$ cat src/rtl/var_delay_line_mem.sv
// Variable-length multi-channel delay line built on a circular buffer.
// Delay is counted in enabled cycles; dout is gated to zero until the buffer holds len_o samples.
module var_delay_line_mem #(
  parameter int DW       = 8,
  parameter int CH       = 1,
  parameter int MAX_LEN  = 16,
  parameter int INIT_LEN = 5,
  localparam int LW      = $clog2(MAX_LEN + 1)
) (
  input  logic             clk,
  input  logic             rst_n,
  input  logic             en,
  input  logic             flush,
  input  logic             len_ld,
  input  logic [LW-1:0]    len_i,
  input  logic [CH*DW-1:0] din,
  output logic [CH*DW-1:0] dout,
  output logic             dout_vld,
  output logic [LW-1:0]    len_o
);

  localparam int PW = $clog2(MAX_LEN);
  localparam int AW = LW + 1;
  localparam int WW = CH * DW;

  // Requested length forced into 1..MAX_LEN.
  function automatic logic [LW-1:0] clamp_len(input logic [LW-1:0] req);
    logic [LW-1:0] res;
    if (req == {LW{1'b0}}) begin
      res = LW'(1);
    end else if (req > LW'(MAX_LEN)) begin
      res = LW'(MAX_LEN);
    end else begin
      res = req;
    end
    return res;
  endfunction

  logic [WW-1:0] mem_r [MAX_LEN];
  logic [PW-1:0] wptr_r;
  logic [PW-1:0] wptr_nxt_s;
  logic [LW-1:0] fill_r;
  logic [LW-1:0] fill_nxt_s;
  logic [LW-1:0] len_r;
  logic [WW-1:0] dout_r;
  logic          vld_r;
  logic          step_s;
  logic          clr_s;
  logic [AW-1:0] rd_sum_s;
  logic [AW-1:0] rd_wrap_s;
  logic [PW-1:0] rd_addr_s;
  logic [WW-1:0] rd_data_s;

  // Next pointer/fill and the read tap: the sample written len-1 enabled edges ago.
  always_comb begin
    step_s     = en & ~flush & ~len_ld;
    clr_s      = flush | len_ld;
    wptr_nxt_s = (wptr_r == PW'(MAX_LEN - 1)) ? {PW{1'b0}} : wptr_r + PW'(1);
    fill_nxt_s = (fill_r == LW'(MAX_LEN)) ? fill_r : fill_r + LW'(1);
    rd_sum_s   = AW'(wptr_r) + AW'(MAX_LEN) + AW'(1) - AW'(len_r);
    if (rd_sum_s >= AW'(MAX_LEN)) begin
      rd_wrap_s = rd_sum_s - AW'(MAX_LEN);
    end else begin
      rd_wrap_s = rd_sum_s;
    end
    rd_addr_s = rd_wrap_s[PW-1:0];
    // A length of one reads the word being written this edge, so bypass the memory.
    if (len_r == LW'(1)) begin
      rd_data_s = din;
    end else begin
      rd_data_s = mem_r[rd_addr_s];
    end
  end

  // Sample storage; contents are deliberately not reset.
  always_ff @(posedge clk) begin
    if (rst_n && step_s) begin
      mem_r[wptr_r] <= din;
    end
  end

  // Pointer, fill level, active length and registered output.
  always_ff @(posedge clk or negedge rst_n) begin
    if (!rst_n) begin
      wptr_r <= {PW{1'b0}};
      fill_r <= {LW{1'b0}};
      len_r  <= LW'(INIT_LEN);
      dout_r <= {WW{1'b0}};
      vld_r  <= 1'b0;
    end else if (clr_s) begin
      fill_r <= {LW{1'b0}};
      dout_r <= {WW{1'b0}};
      vld_r  <= 1'b0;
      if (len_ld) begin
        len_r <= clamp_len(len_i);
      end
    end else if (step_s) begin
      wptr_r <= wptr_nxt_s;
      fill_r <= fill_nxt_s;
      vld_r  <= (fill_nxt_s >= len_r);
      dout_r <= (fill_nxt_s >= len_r) ? rd_data_s : {WW{1'b0}};
    end
  end

  assign dout     = dout_r;
  assign dout_vld = vld_r;
  assign len_o    = len_r;

endmodule

$ cat config.mk
export PLATFORM = sky130hd
export DESIGN_NAME = var_delay_line_mem
export DESIGN_NICKNAME = d
export VERILOG_FILES = /design/src/rtl/var_delay_line_mem.sv
export SDC_FILE = /design/constraint.sdc
export NUM_CORES = 1
export LEC_CHECK = 0
export ABC_AREA = 1
export ABC_CLOCK_PERIOD_IN_PS = 2920
export BUFFER_PORTS_ARGS = -buffer_cell sky130_fd_sc_hd__buf_2
export CORE_MARGIN = 1.5
export CORE_UTILIZATION = 60
export DETAILED_ROUTE_END_ITERATION = 10
export PLACE_DENSITY = 0.85
export SLEW_MARGIN = 20
export SYNTH_ARGS = -nofsm -noshare
export SYNTH_HDL_FRONTEND = slang
export SYNTH_SLANG_ARGS = --single-unit
export TNS_END_PERCENT = 1
$ cat constraint.sdc
create_clock -name clk -period 2.92 [get_ports clk]
set_input_delay 0.584 -clock clk [delete_from_list [all_inputs] [get_ports clk]]
set_output_delay 0.584 -clock clk [all_outputs]
set_load 0.05 [all_outputs]
* Yosys cells after proc, flatten, opt, wreduce, memory -nomap -nowiden *
Memory sizes are Yosys's and may differ from the RTL's.
Index checks and enable logic that the tools add are counted.

storage, ports and cells
  bits of input ports = 18
  register bits = 23
  word-level logic and storage cells = 44
  output and inout bits = 14
  memories kept = 1
  RAM bits = 128

memories
  name   words  bits a word  read ports  clocked after memory_dff  write ports  RTL line  text
  mem_r  16     8            1           0                         1            39        logic [WW-1:0] mem_r [MAX_LEN];

cells by class
  mux-type cells = 15
  add/subtract/negate cells = 6
  reduce and logical (&&, ||, !) cells = 5
  magnitude comparators = 3
  bitwise gates (word level) = 6
  eq/ne operators = 3

operators by type and width
  cell                                                               number
  two-way mux 8 bit                                                  4
  two-way mux 5 bit                                                  5
  two-way mux 4 bit                                                  2
  adder 4 x 5 -> 6 bit, second input constant                        1
  adder 6 x 1 -> 6 bit, second input constant                        1
  greater-or-equal comparator 6 x 5 -> 1 bit, second input constant  1
  subtractor 6 x 5 -> 6 bit                                          1
  adder 5 x 1 -> 5 bit, second input constant                        1
  equality test 5 x 1 -> 1 bit, second input constant                1
  equality test 5 bit, second input constant                         1
  greater-or-equal comparator 5 bit                                  1
  > comparator 5 bit, second input constant                          1
  logical NOT 5 bit                                                  1
  adder 4 x 1 -> 4 bit, second input constant                        1
  equality test 4 bit, second input constant                         1
  two-way mux 1 bit                                                  4
  AND reduction 2 bit                                                2
  subtractor 4 x 1 -> 4 bit, second input constant                   1
  NOT 1 bit                                                          3
  AND 1 bit                                                          2
  nonzero test 2 bit                                                 1
  logical AND 1 bit                                                  1
  bitwise OR 1 bit                                                   1

* Longest topological paths before layout *
An unclocked memory read counts as a cell.

  word-level depth = 10
  depth in mapped cells = 17
  depth with buffers taken out = 17

* Least setup slack after synthesis *
OpenSTA, ideal clock, no wires.

  kind = reg-to-reg
  start point = register len_r[2] (netlist: len_o[2])
  end point = register dout_r[1] (netlist: dout[1])
  setup time = 0.118 ns
  clock period less this slack = 2.502 ns
  arrival time = 2.384 ns
  data required time = 2.802 ns
  stages on the path, launching flop included = 14
  setup slack = 0.418 ns
  cell sequence = dfstp_2 > inv_1 > ha_1 > inv_1 > fa_1 > clkbuf_8 > inv_1 > clkbuf_8 > nand3_1 > nand3_1 > nand2_1 > nand2_1 > nand2_1 > nand2_1

on the way
  word-level cells in the longest chain between the ends = 8
  elaborated cells on any way between the ends = 11
  classes of those cells = 2 x add/sub; 2 x order compare; 1 x eq/ne; 5 x mux; 1 x memory

RTL lines
  what                                                                                            RTL line  text
  start, declared                                                                                 44        logic [LW-1:0] len_r;
  start signal, assigned                                                                          87        len_r <= LW'(INIT_LEN);
  start signal, assigned                                                                          95        len_r <= clamp_len(len_i);
  subtractor 6 x 5 -> 6 bit                                                                       60        rd_sum_s = AW'(wptr_r) + AW'(MAX_LEN) + AW'(1) - AW'(len_r);
  greater-or-equal comparator 6 x 5 -> 1 bit / subtractor 4 x 1 -> 4 bit (equally long branches)  61, 62
  two-way mux 4 bit                                                                               61        if (rd_sum_s >= AW'(MAX_LEN)) begin
  memory read (16 x 8 bit)                                                                        n/a
  two-way mux 8 bit                                                                               68        if (len_r == LW'(1)) begin
  two-way mux 8 bit (*)                                                                           101       dout_r <= (fill_nxt_s >= len_r) ? rd_data_s : {WW{1'b0}};
  two-way mux 8 bit (*)                                                                           97        end else if (step_s) begin
  two-way mux 8 bit (*)                                                                           90        end else if (clr_s) begin
  end signal, assigned                                                                            88        dout_r <= {WW{1'b0}};
  end signal, assigned                                                                            92        dout_r <= {WW{1'b0}};
  end signal, assigned                                                                            101
  end, declared                                                                                   45        logic [WW-1:0] dout_r;

Every way passes the cells marked *; elsewhere a longest branch is shown, timed or not. The select of a mux whose other input is x is not followed.
A chain may end at the register's enable or synchronous reset.

* Worst setup path after layout *
  start point = register wptr_r[1]
  end point = register dout_r[1] (netlist: dout[1])

on the way
  word-level cells in the longest chain between the ends = 10
  elaborated cells on any way between the ends = 11
  classes of those cells = 4 x add/sub; 1 x order compare; 5 x mux; 1 x memory

RTL lines
  what                                                                                            RTL line  text
  start, declared                                                                                 40        logic [PW-1:0] wptr_r;
  start signal, assigned                                                                          85        wptr_r <= {PW{1'b0}};
  start signal, assigned                                                                          98        wptr_r <= wptr_nxt_s;
  adder 4 x 5 -> 6 bit (*)                                                                        60
  adder 6 x 1 -> 6 bit (*)                                                                        60
  subtractor 6 x 5 -> 6 bit (*)                                                                   60
  greater-or-equal comparator 6 x 5 -> 1 bit / subtractor 4 x 1 -> 4 bit (equally long branches)  61, 62
  two-way mux 4 bit (*)                                                                           61
  memory read (16 x 8 bit) (*)                                                                    n/a
  two-way mux 8 bit (*)                                                                           68
  two-way mux 8 bit (*)                                                                           101
  two-way mux 8 bit (*)                                                                           97
  two-way mux 8 bit (*)                                                                           90

Marked as above.

==> key figures <==
Outcome
  – Status: complete, no violations

Critical path
  – CP max stage delay: 0.42 ns
  – Slowest cell on crit path: dfrtp_1
  – WS Path Type: flip-flop to flip-flop
  – CP max FO: 8
  – CP Capture Type: flip-flop
  – CP required: 3.35 ns
  – CP Launch Type: flip-flop
  – Crit path cell chain: inv_1 > ha_1 > inv_1 > ha_1 > inv_1 > fa_1 > inv_1 > nand2_1 > nand2_1 > nand2_2 > nand2_1 > nand3_1 > nand2_1 > nand2_1 > nand2_1 > nand2_1
  – Data arrival, critical path: 3.05 ns
  – CP most frequent cell: nand2_1

Final layout
  – Fraction of layout instances using a drive strength above 1: 13.7%
  – Final #Nets: 693
  – # diodes: 0
  – Area growth from synthesis to layout: 13.4%
  – Layout Utilization: 69.6%
  – Sequential cell area: 0.00442 mm²
  – Filler cell count: 754
  – Multi-input gate area: 0.00188 mm²
  – Post-route cell area: 0.00751 mm²

Run
  – Max-Cap Viols: 0

Global route
  – Number of global-route vias before repair: 4654
  – Largest net degree at the start of global routing: 58
  – Initial antenna violation count: 0
  – Gr ovfl total: 0
  – Global-route wire length before repair: 25100 µm
  – Total GRT Usage: 30.0%

Power
  – Peak VDD IR: 0.000560 V
  – Clock share of power: 29.7%
  – P_sw: 2.71 mW
  – Sequential share of power: 34.9%
  – Switch share: 38.4%
  – Power Internal: 4.34 mW
  – Comb power frac: 35.4%
  – Power Dens Cells: 939 mW/mm²
  – P_leak: 3.10 nW

Clocking
  – Post-CTS Setup Inserts: 0
  – TritonCTS clock tree: built
  – Clock Pin Slew Worst Setup and Hold Paths: 0.07 ns
  – Cells resized by post-CTS repair: 0
  – CTS max path bufs: 2
  – Sink Count: 151
  – CTS buffer count: 17
  – Cts hold-fix bufs: 0
  – Root buf cell: clkbuf_8
  – Later-pin clock latency in the skew report: 0.54 ns
  – H-tree levels: 4

Die
  – Core area: 0.0108 mm²
  – IO Pins: 32
  – Die width: 108 µm
  – DIE HEIGHT: 108 µm
  – FP Rows: 38
  – Die area: 0.0117 mm²
  – Starting Density: 61.4%

Yosys
  – Syn_area_per_cell: 10.8 µm²
  – Seq/Total Area, Yosys: 66.7%
  – Top cells by area, synth: edfxtp_1 58%, nand2_1 11%, nand3_1 8.8%, dfrtp_1 7.9%, ha_1 2.8%
  – Synthesized flop and latch total: 151
  – Mapped Cells: 614
  – Mapped cell area: 0.00663 mm²
  – Cell variety after synth: 23
  – Synth area leader: edfxtp_1
  – Post-synthesis compound-gate area fraction: 1.47%
  – Yosys top cell area share: 58.0%
  – Largest family of logic cells by synthesized area: simple AND/OR/NAND/NOR gates
  – Yosys Warn Count: 0
  – Simple logic cell fraction of the synthesized area: 23.2%
  – Adder-cell share of the synthesized area: 3.14%
  – Mux share of post-synthesis cell area: 0%
  – Post-Syn Nets: 648
  – Xor/xnor share of the synthesized area: 0.529%

Drt
  – Vias: 4680
  – Post-route ant nets: 0
  – DRC viols: 0
  – Drt first pass iters: 6
  – Initial DRC count: 526
  – Vias per Instance: 5.76
  – Drt total wl: 16000 µm
  – Drt wl/cell: 19.7 µm

STA
  – Setup TNS: 0 ns
  – RSZ-0062 raised after global routing: false
  – Worst Skew: 0.00686 ns
  – Final Max Slew Viols: 0
  – Relative slew slack: 53.4%
  – Min Tclk post-route: 2.62 ns
  – Setup slack after layout: 0.296 ns
  – Actual slew at the worst max-slew pin: 0.696 ns
  – Maximum clock rate: 381 MHz
  – Final hold violation count: 0
  – Min Hold Slack: 0.100 ns
  – Final setup viols: 0
  – Final critical-path share of the clock period: 89.9%

Placement
  – Port Buffer Count: 31
  – Post-DP HPWL: 10300 µm
  – GP Congestion: 0.929
  – Worst slack, placed: 0.319 ns
  – Area after DPL: 0.00695 mm²

Min path
  – Worst min-delay path category: input port to async pin
[state kept, by name, summed over array words and instances (netlist names)]
signal	count
fill_r	5
dout	8
wptr_r	4
mem_r	128
dout_vld	1
len_o	5
[final timing paths]
check                      cells after the start         to       from  slack, ns
max                                           16    dout[1]  wptr_r[1]       0.30
min                                            2  wptr_r[2]      rst_n        0.1
max reg2reg                                   16    dout[1]  wptr_r[1]       0.30
min reg2reg                                    2    dout[6]    dout[6]       0.48
max in group asynchronous                      2   len_o[2]      rst_n       2.52
min in group clk                               2   len_o[0]     len_ld       0.27
[logic make-up after synthesis]
family                   Yosys count
AO/OA/AOI/OAI                     17
XOR/XNOR                           4
adder cells (fa/ha/maj)           16
buffers and inverters             63
flip-flops                       151
AND/OR/NAND/NOR                  363
[cells in the mapped netlist, drive strengths merged]
cell type and count:
nand2 199, edfxtp 128, nand3 117, nor2 40, inv 39, dfrtp 21
buf 20, ha 15, o22ai 7, nor3 6, o21ai 5, clkbuf 4
xor2 4, a21oi 3, dfstp 2, a31oi 1, fa 1, nand4 1
o211ai 1
[per-layer routing]
layer,GRT usage [%],part of all wire [%],vias to the layer above
met2,48.7,49,229
met3,5.85,8.3,39
met5,0,0,-
li1,-,-,2185
met4,15.7,3.2,0
met1,38.7,39,2227
[final cells by class]
cell class              instances  share of cell area (%)
flip-flops and latches        151                    58.9
multi-input cells             400                    25.0
clock buffers                  17                    5.51
repair buffers                 50                    4.30
well taps                     140                    2.33
clock inverters                15                    2.00
inverters                      39                    1.95
[power by group through the flow]
stage	Sequential, mW	Clock [mW]	Combinational [mW]
6_report	2.46	2.10	2.50
5_1_grt	2.46	2.18	2.78
4_1_cts	2.45	2.10	2.48
3_5_place_dp	2.50	0	2.44
3_3_place_gp	2.49	0	2.38
2_1_floorplan	2.53	0	1.77
[worst max-delay path, delay by kind of cell, from the launching register on]
kind                       cells  cell delay (ns)
and+or+nand+nor                9             0.97
adders and majority gates      3             0.78
DFF                            1             0.42
buffers and inverters          4             0.35
[through the flow]
stage | power, mW | std cells
5_1_grt | 7.42 | 812
3_3_place_gp | 4.87 | 780
3_5_place_dp | 4.94 | 780
4_1_cts | 7.04 | 812
2_1_floorplan | 4.30 | 614
6_report | 7.05 | 812
[layout by cell type, fill, tap and decap left out, types with 3 or more instances in the layout]
cell	synthesis	layout
inv_6	0	3
edfxtp_1	128	128
buf_4	10	17
xor2_1	4	4
dfrtp_1	21	21
o22ai_1	7	7
clkinvlp_4	0	4
a21oi_1	3	3
buf_2	10	31
nand2_1	195	195
nand2_2	4	4
clkbuf_16	0	16
inv_1	34	34
nand3_1	117	117
ha_1	15	14
nor2_1	39	39
o21ai_0	5	5
nor3_1	6	6
inv_2	5	5
clkinv_1	0	3
Power figures use the tool's default switching activity.
